File: config.mk
export PLATFORM = sky130hd
export DESIGN_NAME = conv2_mem_read_flat
export DESIGN_NICKNAME = d
export VERILOG_FILES = /design/src/rtl/conv2_mem_read_if.sv /design/src/rtl/conv2_mem_read.sv /design/src/flat_wrapper.sv
export SDC_FILE = /design/constraint.sdc
export NUM_CORES = 1
export LEC_CHECK = 0
export BUFFER_PORTS_ARGS = -buffer_cell sky130_fd_sc_hd__buf_2
export CAP_MARGIN = 20
export CORE_MARGIN = 2
export CORE_UTILIZATION = 45
export CTS_BUF_LIST = sky130_fd_sc_hd__clkbuf_8
export DETAILED_ROUTE_END_ITERATION = 10
export GPL_TIMING_DRIVEN = 0
export PLACE_DENSITY_LB_ADDON = 0.25
export SYNTH_ARGS = -nofsm -noshare
export SYNTH_HDL_FRONTEND = slang
export SYNTH_SLANG_ARGS = --single-unit
export TNS_END_PERCENT = 100
File: constraint.sdc
create_clock -name clk -period 4.3 [get_ports clk]
set_input_delay 0.645 -clock clk [delete_from_list [all_inputs] [get_ports clk]]
set_output_delay 0.645 -clock clk [all_outputs]
set_load 0.03 [all_outputs]
File: src/rtl/conv2_mem_read_if.sv
// Conv2 read-side address bus: enable in, tap addresses and strobes out.
// slave  : the address generator (conv2_mem_read)
// master : the consumer that drives enable and reads the tap stream
interface conv2_mem_read_if;
  logic       enable;
  logic [7:0] img_addr;
  logic [4:0] wt_addr;
  logic [1:0] filt;
  logic [5:0] out_addr;
  logic       valid;
  logic       first;
  logic       last;
  logic       bias_valid;
  logic       done;

  modport slave (
    input  enable,
    output img_addr, wt_addr, filt, out_addr,
    output valid, first, last, bias_valid, done
  );

  modport master (
    output enable,
    input  img_addr, wt_addr, filt, out_addr,
    input  valid, first, last, bias_valid, done
  );
endinterface

File: src/rtl/conv2_mem_read.sv
// Conv2 read-side address generator: walks a 12x12 input map with a 5x5
// window for each of 3 filters, one tap per enabled cycle.
// Optional feature macro: CONV2_RD_BIAS_EN adds one bias cycle per window.
module conv2_mem_read #(
  parameter int IMG_W    = 12,
  parameter int K        = 5,
  parameter int OUT_W    = 8,
  parameter int NUM_FILT = 3
) (
  input logic             clk,
  input logic             reset,
  conv2_mem_read_if.slave bus
);
  localparam int KW = $clog2(K);
  localparam int OW = $clog2(OUT_W);

`ifdef CONV2_RD_BIAS_EN
  typedef enum logic [1:0] {S_IDLE = 2'd0, S_RUN = 2'd1, S_DONE = 2'd2, S_BIAS = 2'd3} state_e;
`else
  typedef enum logic [1:0] {S_IDLE = 2'd0, S_RUN = 2'd1, S_DONE = 2'd2} state_e;
`endif

  state_e          r_state, w_next;
  logic [KW-1:0]   r_kc, r_kr, w_kc_n, w_kr_n;
  logic [OW-1:0]   r_ocol, r_orow, w_ocol_n, w_orow_n;
  logic [1:0]      r_filt, w_filt_n;
  logic [7:0]      r_img_addr, w_img_n, w_row_n;
  logic [4:0]      r_wt_addr, w_wt_n;
  logic [5:0]      r_out_addr, w_out_n;
  logic            w_advance, w_valid, w_done;
  logic            w_tap_last, w_final;
`ifdef CONV2_RD_BIAS_EN
  logic            w_bias;
`endif

  assign w_tap_last = (r_kc == KW'(K - 1)) && (r_kr == KW'(K - 1));
  assign w_final    = w_tap_last && (r_ocol == OW'(OUT_W - 1)) &&
                      (r_orow == OW'(OUT_W - 1)) && (r_filt == 2'(NUM_FILT - 1));

  // State register; reset wins over enable.
  always_ff @(posedge clk) begin
    if (reset) r_state <= S_IDLE;
    else       r_state <= w_next;
  end

  // Next state, tap issue and counter-advance decision.
  always_comb begin
    w_next    = r_state;
    w_advance = 1'b0;
    w_valid   = 1'b0;
    w_done    = 1'b0;
`ifdef CONV2_RD_BIAS_EN
    w_bias    = 1'b0;
`endif
    case (r_state)
      S_IDLE: if (bus.enable) w_next = S_RUN;
      S_RUN: begin
        w_valid = bus.enable;
        if (bus.enable) begin
`ifdef CONV2_RD_BIAS_EN
          // Window advance is deferred until the bias cycle has been taken.
          if (w_tap_last) w_next = S_BIAS;
          else            w_advance = 1'b1;
`else
          // Counters hold their final values once the frame is complete.
          if (w_final) w_next = S_DONE;
          else         w_advance = 1'b1;
`endif
        end
      end
`ifdef CONV2_RD_BIAS_EN
      S_BIAS: begin
        w_bias = bus.enable;
        if (bus.enable) begin
          if (w_final) w_next = S_DONE;
          else begin
            w_advance = 1'b1;
            w_next    = S_RUN;
          end
        end
      end
`endif
      S_DONE:  w_done = 1'b1;
      default: w_next = S_IDLE;
    endcase
  end

  // Nested wrap-around of kc -> kr -> ocol -> orow -> filt, and the
  // addresses those next counter values select.
  always_comb begin
    w_kc_n   = r_kc;
    w_kr_n   = r_kr;
    w_ocol_n = r_ocol;
    w_orow_n = r_orow;
    w_filt_n = r_filt;
    if (w_advance) begin
      if (r_kc != KW'(K - 1)) w_kc_n = r_kc + 1'b1;
      else begin
        w_kc_n = '0;
        if (r_kr != KW'(K - 1)) w_kr_n = r_kr + 1'b1;
        else begin
          w_kr_n = '0;
          if (r_ocol != OW'(OUT_W - 1)) w_ocol_n = r_ocol + 1'b1;
          else begin
            w_ocol_n = '0;
            if (r_orow != OW'(OUT_W - 1)) w_orow_n = r_orow + 1'b1;
            else begin
              w_orow_n = '0;
              w_filt_n = r_filt + 1'b1;
            end
          end
        end
      end
    end
    w_row_n = 8'(w_orow_n) + 8'(w_kr_n);
    w_img_n = w_row_n * 8'(IMG_W) + 8'(w_ocol_n) + 8'(w_kc_n);
    w_wt_n  = 5'(w_kr_n) * 5'(K) + 5'(w_kc_n);
    w_out_n = 6'(w_orow_n) * 6'(OUT_W) + 6'(w_ocol_n);
  end

  // Counters and registered addresses move together on each consumed tap.
  always_ff @(posedge clk) begin
    if (reset) begin
      r_kc       <= '0;
      r_kr       <= '0;
      r_ocol     <= '0;
      r_orow     <= '0;
      r_filt     <= '0;
      r_img_addr <= '0;
      r_wt_addr  <= '0;
      r_out_addr <= '0;
    end else if (w_advance) begin
      r_kc       <= w_kc_n;
      r_kr       <= w_kr_n;
      r_ocol     <= w_ocol_n;
      r_orow     <= w_orow_n;
      r_filt     <= w_filt_n;
      r_img_addr <= w_img_n;
      r_wt_addr  <= w_wt_n;
      r_out_addr <= w_out_n;
    end
  end

  assign bus.img_addr = r_img_addr;
  assign bus.wt_addr  = r_wt_addr;
  assign bus.filt     = r_filt;
  assign bus.out_addr = r_out_addr;
  assign bus.valid    = w_valid;
  assign bus.first    = w_valid && (r_kc == '0) && (r_kr == '0);
  assign bus.last     = w_valid && w_tap_last;
  assign bus.done     = w_done;
`ifdef CONV2_RD_BIAS_EN
  assign bus.bias_valid = w_bias;
`else
  assign bus.bias_valid = 1'b0;
`endif
endmodule

File: src/flat_wrapper.sv
// flat-port wrapper written by rule: the top's interface ports become plain ports
module conv2_mem_read_flat 
#(
  parameter int IMG_W    = 12,
  parameter int K        = 5,
  parameter int OUT_W    = 8,
  parameter int NUM_FILT = 3
)
  (clk, reset, bus_enable, bus_img_addr, bus_wt_addr, bus_filt, bus_out_addr, bus_valid, bus_first, bus_last, bus_bias_valid, bus_done);
  conv2_mem_read_if bus_i ();
  input logic clk;
  input logic reset;
  input wire logic [$bits(bus_i.enable)-1:0] bus_enable;
  output wire logic [$bits(bus_i.img_addr)-1:0] bus_img_addr;
  output wire logic [$bits(bus_i.wt_addr)-1:0] bus_wt_addr;
  output wire logic [$bits(bus_i.filt)-1:0] bus_filt;
  output wire logic [$bits(bus_i.out_addr)-1:0] bus_out_addr;
  output wire logic [$bits(bus_i.valid)-1:0] bus_valid;
  output wire logic [$bits(bus_i.first)-1:0] bus_first;
  output wire logic [$bits(bus_i.last)-1:0] bus_last;
  output wire logic [$bits(bus_i.bias_valid)-1:0] bus_bias_valid;
  output wire logic [$bits(bus_i.done)-1:0] bus_done;
  assign bus_i.enable = bus_enable;
  assign bus_img_addr = bus_i.img_addr;
  assign bus_wt_addr = bus_i.wt_addr;
  assign bus_filt = bus_i.filt;
  assign bus_out_addr = bus_i.out_addr;
  assign bus_valid = bus_i.valid;
  assign bus_first = bus_i.first;
  assign bus_last = bus_i.last;
  assign bus_bias_valid = bus_i.bias_valid;
  assign bus_done = bus_i.done;
  conv2_mem_read #(.IMG_W(IMG_W), .K(K), .OUT_W(OUT_W), .NUM_FILT(NUM_FILT)) u_core (.clk(clk), .reset(reset), .bus(bus_i));
endmodule
==> impl_metrics.ini, run 1 <==
[cells_and_area]
regArea_um2 = 581
fin_area_um2 = 2260
areaGrowthSynthToFinish_pct = 15.3
layout-drive-gt1-share = 0.212
fin_cells = 295
multiInputGateArea_um2 = 1300
fill_cells = 387
layout.nets = 282
antenna_cells = 0

[sta]
max_freq_mhz = 251
fin_tns_setup_ns = 0
tightest_slew_ns = 0.730
setup_viol_count_final = 0
period_needed_ns = 3.98
hold_viol_final = 0
slew_headroom = 0.513
worst_clock_skew_ns = 0.00519
drv_slew = 0
fin_crit_sh = 0.925
rsz0062_at_grt = false
fin_ws_ns = 0.324

[die]
die_h_um = 70.0
rows = 23
dieWidth_um = 70.0
initial_utilization = 0.479
core_area_um2 = 4090
dieArea_um2 = 4900
ioPinCount = 29

[detailed_routing]
drtPass1Iterations = 4
drt-initial-drc-count = 50
routed_wl_um = 3710
drc = 0
antenna_left = 0
vias_per_cell = 5.03
dr_total_vias = 1484
wl_per_cell_um = 12.6

[worst_setup_path]
crit_cells = 13
ff2ff_path_depth = 13
crit_top_cell = ha_1
cpLargestDelayFamily = adder cells
reg2reg_slack_ns = 0.32
critical_path_class = flop to flop
crit_slowest_cell = fa_1
setup.worst_path.end = u_core.bus.img_addr[7]
reg2reg_from = u_core.bus.out_addr[3]
start_kind = flop
worstPathArrival_ns = 4.14
crit_buf_inv = 0
rr_endpoint = u_core.bus.img_addr[7]
crit_path_max_incr_delay_ns = 0.51
cp-end-kind = flop
cp_cell_sequence = ha_1 > ha_1 > and3_1 > a21oi_4 > nand3_1 > mux2_2 > ha_1 > fa_1 > ha_1 > fa_1 > xor2_2 > nand3_1 > o311ai_0
worstPathMaxFanout = 5
crit_required_ns = 4.46
startpoint = u_core.bus.out_addr[3]

[clocking]
cts_inserted_buffers = 5
insertion_delay_ns = 0.28
clock_path_buffers = 2
clkTransAtPathRegs_ns = 0.06
cts_max_level = 2
cts.sinks = 29
cts_tree = done
cts.hold.buffers_added = 0
root_buffer = clkbuf_8

[pwr]
p_int_w = 0.000419
p_sw_w = 0.000146
p_leak_nw = 1.18
power.density_nw_per_um2 = 250
power_switching_share = 0.259
seqPwrFrac = 0.492
pwr-share-clk = 0.400
power_w = 0.000565
power_frac_comb = 0.108
ir_drop_uv = 197

[global_route]
grt_pass1_vias = 1479
grt_pass1_wl_um = 6700
grt_max_degree = 11
antenna_found_initial = 0
grt-ovfl-total = 0
grtUsageTotal = 0.171

[logic_synthesis]
yosysUniqueCellTypes = 44
ys_top_cells_by_area = dfxtp_1 30%, ha_1 19%, fa_1 5.1%
syn-num-nets = 247
async_flop_share = 0
seq_area_frac_synth = 0.296
synth_edf_count = 0
synth_top_area_cell = dfxtp_1
ys.flop_type = dfxtp_1
synth_seq_cells = 29
synth_top_area_share = 0.296
syn-cell-area_um2 = 1960
syn_inst = 210
avgSynthCellArea_um2 = 9.32
yosysWarnings = 0

[placed_design]
place_congestion = 0.735
place_ws_ns = 0.180
placed_cell_area_um2 = 2160
port_buffers = 27
dp_cells = 287
dp_hpwl_um = 2860

[run]
cap_viol_max_count = 0

[run_status]
status = completed

[worst_hold_path]
min_path_type = flop to flop
## worst min path at each step
stage,from,to,slack [ns],depth (start not counted)
finish,u_core.bus.img_addr[0],u_core.bus.img_addr[0],0.45,2
global route,u_core.bus.img_addr[2],u_core.bus.img_addr[2],0.47,2
CTS,u_core.bus.img_addr[0],u_core.bus.img_addr[0],0.46,2
detailed placement,u_core.bus.img_addr[5],u_core.bus.img_addr[5],0.45,2
global placement,u_core.bus.img_addr[5],u_core.bus.img_addr[5],0.44,2
floorplan,u_core.r_state[0],u_core.r_state[0],0.46,1
## cell type report
cell class	instances	share of cell area
buffer	7	0.0144
clock buffer	6	0.0366
clock inverter	1	0.00166
inverter	14	0.0233
multi-input combinational	160	0.576
sequential	29	0.257
tap	50	0.0277
timing repair buffer	28	0.0632
## state kept, by name, summed over array words and instances, names as in the netlist
| name | flops |
|---|---|
| u_core.r_state | 2 |
| u_core.bus.out_addr | 6 |
| u_core.bus.img_addr | 8 |
| u_core.r_kr | 3 |
| u_core.bus.filt | 2 |
| u_core.bus.wt_addr | 5 |
| u_core.r_kc | 3 |
## worst min-delay path, cell delays in order, from the launching register on
cell	delay [ns]
dfxtp_1	0.31
nand2_1	0.05
a21oi_1	0.05
## per-layer routing
| metal | wire (um) | track usage | vias to the layer above |
|---|---|---|---|
| met1 | 1830 | 0.221 | 660 |
| li1 | - | - | 788 |
| met5 | 0 | 0 | - |
| met2 | 1660 | 0.277 | 31 |
| met4 | 48 | 0.0577 | 0 |
| met3 | 168 | 0.0447 | 5 |
## cell usage after synthesis, types with 3 or more instances
cell type / n
xor2_1: 3
nor2b_1: 9
xnor2_1: 5
dfxtp_1: 29
a211oi_1: 3
o21ai_0: 4
inv_1: 14
nand2_1: 22
nand3b_1: 4
fa_1: 5
mux2_2: 3
nand3_1: 4
a21o_1: 7
a21oi_1: 19
nor2_1: 14
ha_1: 29
## power groups by stage
stage,Sequential [W],Combinational [W],Clock (W)
floorplan,0.000289,0.0000394,0
global placement,0.000284,0.0000590,0
detailed placement,0.000284,0.0000598,0
CTS,0.000278,0.0000600,0.000232
global route,0.000278,0.0000685,0.000242
finish,0.000278,0.0000610,0.000226
## placed cells by master (no fill, tap or decap), types with 3 or more instances in the layout
cell,n
a211oi_1,3
a21o_1,7
a21oi_1,19
buf_2,29
clkbuf_8,6
dfxtp_1,29
fa_1,5
ha_1,29
inv_1,15
mux2_2,3
nand2_1,22
nand3_1,4
nand3b_1,4
nor2_1,14
nor2b_1,9
o21ai_0,4
xnor2_1,5
## timing repair
item | 4_1_cts | 5_1_grt
resized for setup | 0 | 1
endpoints found under the setup margin | 0 | 2
endpoints found under the hold margin | 0 | 0
buffers inserted | 0 | 1
## cell families (layout without fill, tap and decap cells)
kind of cell               count (synthesis)  after routing  share of synthesized area
AOI/OAI and AO/OA                         42             42                      0.138
xor gates and xnor gates                   9              9                     0.0473
adders and majority gates                 34             34                      0.236
buffers and inverters                     21             56                     0.0435
DFF                                       29             29                      0.296
muxes                                      7              7                     0.0428
other                                      1              1                    0.00192
and+or+nand+nor                           67             67                      0.194
## metrics by stage
step                 util  hold slack (ns)
global route        0.552            0.469
floorplan               -            0.461
CTS                 0.549            0.456
detailed placement  0.528            0.447
global placement    0.528            0.440
finish              0.552            0.450
No activity file was read; power rests on OpenSTA's default activity.
==> inputs of run 2 (changes only) <==
Settings changed: ABC_AREA from default to 1, REMOVE_ABC_BUFFERS from default to 1.
==> run 2 against run 1 <==
Compared with the run above:
- cell area rose by 3.7%
- register-to-register slack improved by 0.05 ns
- core utilization fell by 2.2 points
- area after synthesis rose by 7.0%
- sequential cell count did not move
- sequential power rose by 2%
- cell count rose by 18%
- largest power group unchanged
- clock skew rose by 0.0011 ns
- largest cell class unchanged
==> impl_metrics.ini, run 2 <==
[run_status]
status = completed

[worst_setup_path]
crit_required_ns = 4.48
crit_buf_inv = 3
reg2reg_slack_ns = 0.37
reg2reg_from = u_core.bus.out_addr[0]
rr_endpoint = u_core.bus.img_addr[7]
crit_path_max_incr_delay_ns = 0.55
cp_cell_sequence = ha_1 > ha_1 > nand2_1 > inv_1 > nand3_4 > nand2_4 > nor2_2 > inv_1 > nand2_1 > nand2_1 > ha_1 > fa_1 > ha_1 > fa_1 > nand2_1 > nor2_1 > nand3_1 > nand2_1 > nand3_1 > nand2_1 > inv_1
crit_top_cell = nand2_1
cp-end-kind = flop
worstPathArrival_ns = 4.11
crit_slowest_cell = fa_1
worstPathMaxFanout = 13
startpoint = u_core.bus.out_addr[0]
ff2ff_path_depth = 21
critical_path_class = flop to flop
cpLargestDelayFamily = adder cells
start_kind = flop

[sta]
rsz0062_at_grt = false
max_freq_mhz = 255
setup_viol_count_final = 0
fin_ws_ns = 0.373
worst_clock_skew_ns = 0.00629
hold_viol_final = 0
period_needed_ns = 3.93
fin_tns_setup_ns = 0
fin_crit_sh = 0.913
drv_slew = 0

[global_route]
grtUsageTotal = 0.177
grt-ovfl-total = 0
grtUsageMet2 = 0.311
busiest_layer = met2
grt_pass1_wl_um = 7240
antenna_found_initial = 0
grt_pass1_vias = 1705
grt_max_degree = 25
use_met1 = 0.205
grtUsageMet3 = 0.0431

[logic_synthesis]
yosysWarnings = 0
ys_top_cells_by_count = 42 x nand2_1, 35 x inv_1, 32 x nor2_1
synth_top_area_cell = dfxtp_1
ys_top_cells_by_area = dfxtp_1 28%, ha_1 17%, nand2_1 7.5%
yosysUniqueCellTypes = 34
syn-cell-area_um2 = 2100
synth_seq_cells = 29
synth.most_common_cell = nand2_1
avgSynthCellArea_um2 = 7.82
synth_top_area_share = 0.277
seq_area_frac_synth = 0.277
async_flop_share = 0
synth_edf_count = 0
syn_inst = 268
ys.flop_type = dfxtp_1

[pwr]
power_w = 0.000578
ir_drop_uv = 161
p_leak_nw = 1.33
power.density_nw_per_um2 = 247

[detailed_routing]
dr_total_vias = 1725
vias_per_cell = 4.96
drt-initial-drc-count = 71
drc = 0
drtPass1Iterations = 4
wl_per_cell_um = 11.0
antenna_left = 0
routed_wl_um = 3820

[cells_and_area]
layout-drive-gt1-share = 0.203
layout_common_cells = 42 x nand2_1, 38 x inv_1, 31 x nor2_1
antenna_cells = 0
areaGrowthSynthToFinish_pct = 11.7
utilization = 0.530
largest_reg_flops = 8
final_common_cell = nand2_1
layout.nets = 332

[worst_hold_path]
min_path_type = flop to flop
min_to = u_core.bus.img_addr[2]
hp-start = u_core.bus.img_addr[2]
holdPathStages = 2

[clocking]
clock_path_buffers = 2
cts.hold.buffers_added = 0
cts_max_level = 2
insertion_delay_ns = 0.28
clkTransAtPathRegs_ns = 0.06
cts_tree = done
root_buffer = clkbuf_8
cts.sinks = 29
cts_inserted_buffers = 5

[placed_design]
place_ws_ns = 0.348
place_congestion = 0.794
port_buffers = 27
dp_hpwl_um = 3010

[die]
initial_utilization = 0.475
dieWidth_um = 72.2
die_h_um = 72.2
rows = 24
dieArea_um2 = 5220
core_area_um2 = 4410
ioPinCount = 29

[run]
cap_viol_max_count = 0
-- run 2: cell types whose count changed after synthesis, moves of 9 or more --
cell,previous run,this run
inv_1,14,35
nand2_1,22,42
nand3_1,4,18
nor2_1,14,32
nor2b_1,9,0
-- run 2: repair_timing --
| item | in CTS | in global routing |
|---|---|---|
| setup buffers | 0 | 0 |
| gates resized for setup | 0 | 3 |
| endpoints found under the setup margin | 0 | 2 |
| hold endpoints to repair | 0 | 0 |
-- run 2: layout make-up --
class,instances,area [um2]
Clock buffer,5,68.8
Clock inverter,3,11.3
Fill cell,454,2070
Inverter,39,154
Multi-Input combinational cell,193,1330
Sequential cell,29,581
Tap cell,52,65.1
Timing Repair Buffer,27,135
-- run 2: power breakdown --
part	total (W)	leakage [nW]	internal (W)	switching, W
registers	0.000284	0.236	0.000279	0.00000562
clock network	0.000210	0.0519	0.000108	0.000103
logic	0.0000829	1.04	0.0000258	0.0000571
-- run 2: layer usage --
| layer | part of all wire | vias to the layer above |
|---|---|---|
| met5 | 0 | - |
| met2 | 0.50 | 12 |
| li1 | - | 914 |
| met4 | 0.019 | 0 |
| met3 | 0.027 | 7 |
| met1 | 0.46 | 792 |
-- run 2: how the worst max path moves through the flow --
stage | endpoint | slack (ns) | cells after the start
2_1_floorplan | u_core.bus.img_addr[7] | 0.56 | 22
3_3_place_gp | u_core.bus.img_addr[7] | 0.36 | 19
3_5_place_dp | u_core.bus.img_addr[7] | 0.35 | 20
4_1_cts | u_core.bus.img_addr[7] | 0.31 | 20
5_1_grt | u_core.bus.img_addr[7] | 0.05 | 21
6_report | u_core.bus.img_addr[7] | 0.37 | 21
-- run 2: worst register-to-register path, stage by stage, from the launching register on --
cell and delay, ns:
dfxtp_1 0.34, ha_1 0.21, ha_1 0.25, nand2_1 0.11, inv_1 0.07, nand3_4 0.12, nand2_4 0.12, nor2_2 0.14
inv_1 0.07, nand2_1 0.08, nand2_1 0.13, ha_1 0.27, fa_1 0.52, ha_1 0.28, fa_1 0.55, nand2_1 0.10
nor2_1 0.15, nand3_1 0.09, nand2_1 0.06, nand3_1 0.06, nand2_1 0.07, inv_1 0.03
-- run 2: logic make-up (layout without fill, tap and decap cells) --
family,after synthesis,after routing,share of synthesized area
XOR/XNOR,7,7,0.0293
AND/OR/NAND/NOR,114,114,0.272
buffers and inverters,46,74,0.0985
adder cells (fa/ha/maj),34,34,0.221
flip-flops,29,29,0.277
AO/OA/AOI/OAI,37,37,0.100
other,1,1,0.00179
-- run 2: metrics by stage --
stage          area (um2)  hold WS [ns]  cells
3_3_place_gp         2240         0.459    340
5_1_grt              2340         0.515    348
4_1_cts              2320         0.482    348
2_1_floorplan        2040         0.476    261
6_report             2340         0.474    348
3_5_place_dp         2240         0.468    340
==> inputs of run 3 (changes only) <==
Settings changed: CTS_BUF_LIST sky130_fd_sc_hd__clkbuf_8 to sky130_fd_sc_hd__clkbuf_16.
==> run 3 against run 2 <==
Compared with the run above:
- count of clock-buffer cells in the layout stayed put
- sequential power hardly changed
- sequential share of layout area down 0.58 points
- critical path depth stayed put
- highest routed layer unchanged
- global-route usage decreased by 0.077 points
- hold slack got worse by 0.0026 ns
- via count increased by 0.41%
- clock skew shrank 0.0026 ns
- die area is the same
- critical endpoint unchanged
- clock power is 54% higher
==> impl_metrics.ini, run 3 (same netlist as run 2, synthesis figures left out) <==
[detailed_routing]
met3_wirelength_um = 119
vias_per_cell = 4.98
routed_wl_um = 3830
drtPass1Iterations = 5
dr_total_vias = 1732
wl_met1_um = 1750
antenna_left = 0
highest_layer = met4
drt-initial-drc-count = 78
wl_per_cell_um = 11.0
met2_length_um = 1900
drc = 0

[worst_setup_path]
crit_required_ns = 4.47
cp-end-kind = flop
cp_cell_sequence = ha_1 > ha_1 > nand2_1 > inv_1 > nand3_4 > nand2_4 > nor2_2 > inv_1 > nand2_1 > nand2_1 > ha_1 > fa_1 > ha_1 > fa_1 > nand2_1 > nor2_1 > nand3_1 > nand2_1 > nand3_1 > nand2_1 > inv_1
worstPathMaxFanout = 13
worstPathArrival_ns = 4.10
critical_path_class = flop to flop
crit_top_cell = nand2_1
crit_path_max_incr_delay_ns = 0.55
crit_slowest_cell = fa_1
start_kind = flop

[clocking]
cts_max_level = 2
root_buffer = clkbuf_16
cts_tree = done
cts_setup_buffers = 0
insertion_delay_ns = 0.28
clkTransAtPathRegs_ns = 0.05
clock_path_buffers = 2
cts.sinks = 29
cts_inserted_buffers = 5
cts_resized = 0
cts.hold.buffers_added = 0

[cells_and_area]
layout-drive-gt1-share = 0.203
layout_common_cells = 42 x nand2_1, 38 x inv_1, 31 x nor2_1
areaGrowthSynthToFinish_pct = 14.4
layout.nets = 332
antenna_cells = 0
utilization = 0.543
final_common_cell = nand2_1
largest_reg_flops = 8

[pwr]
p_sw_w = 0.000179
seqPwrFrac = 0.412
p_leak_nw = 1.35
pwr-share-clk = 0.467
p_int_w = 0.000512
power_switching_share = 0.259
power.density_nw_per_um2 = 288
ir_drop_uv = 162
power_frac_comb = 0.120

[die]
dieArea_um2 = 5220
rows = 24
die_h_um = 72.2
ioPinCount = 29
dieWidth_um = 72.2
core_area_um2 = 4410
initial_utilization = 0.475

[global_route]
grt_pass1_vias = 1709
grt-ovfl-total = 0
grtUsageTotal = 0.176
grt_max_degree = 25
grt_pass1_wl_um = 7170
antenna_found_initial = 0

[sta]
drv_slew = 0
worst_clock_skew_ns = 0.00366
rsz0062_at_grt = false
hold_viol_final = 0
period_needed_ns = 3.93
setup_viol_count_final = 0
hold_ws_ns = 0.472
fin_crit_sh = 0.913
max_freq_mhz = 255
fin_ws_ns = 0.372
fin_tns_setup_ns = 0

[placed_design]
place_ws_ns = 0.348
port_buffers = 27
place_congestion = 0.794
dp_hpwl_um = 3010

[worst_hold_path]
min_path_type = flop to flop

[run_status]
status = completed

[run]
cap_viol_max_count = 0
run 3: layout make-up:
type / instances / area, um2
inverters: 39 / 154
flip-flops and latches: 29 / 581
clock buffers: 5 / 125
repair buffers: 27 / 135
well taps: 52 / 65.1
fillers: 441 / 2020
multi-input cells: 193 / 1330
clock inverters: 3 / 11.3
run 3: path summary, 6_finish.rpt:
path | depth (start not counted) | to | slack (ns) | start
setup reg to reg | 21 | u_core.bus.img_addr[7] | 0.37 | u_core.bus.out_addr[0]
hold / removal | 2 | u_core.bus.img_addr[2] | 0.47 | u_core.bus.img_addr[2]
hold reg to reg | 2 | u_core.bus.img_addr[2] | 0.47 | u_core.bus.img_addr[2]
setup / recovery | 21 | u_core.bus.img_addr[7] | 0.37 | u_core.bus.out_addr[0]
run 3: worst max-delay path: cells and delay by family, from the launching register on:
family / cells / cell delay, ns
buffers and inverters: 3 / 0.17
flip-flops: 1 / 0.33
AND/OR/NAND/NOR: 12 / 1.23
adder cells (fa/ha/maj): 6 / 2.08
run 3: power by group through the flow:
| stage | sequential [W] | clock, W | combinational [W] |
|---|---|---|---|
| floorplan | 0.000305 | 0 | 0.0000458 |
| global placement | 0.000290 | 0 | 0.0000814 |
| detailed placement | 0.000290 | 0 | 0.0000820 |
| CTS | 0.000285 | 0.000330 | 0.0000824 |
| global route | 0.000286 | 0.000340 | 0.0000943 |
| finish | 0.000285 | 0.000323 | 0.0000831 |
run 3: per-stage QoR:
stage,power [W],instances,cell area (um2)
3_5_place_dp,0.000372,340,2240
4_1_cts,0.000698,348,2380
5_1_grt,0.000720,348,2400
3_3_place_gp,0.000372,340,2240
2_1_floorplan,0.000351,261,2040
6_report,0.000691,348,2400
run 3: layer usage:
layer  up-vias  GRT usage
met2        14      0.309
met4         0     0.0713
met3         6     0.0472
met1       795      0.202
met5         -          0
li1        917          -
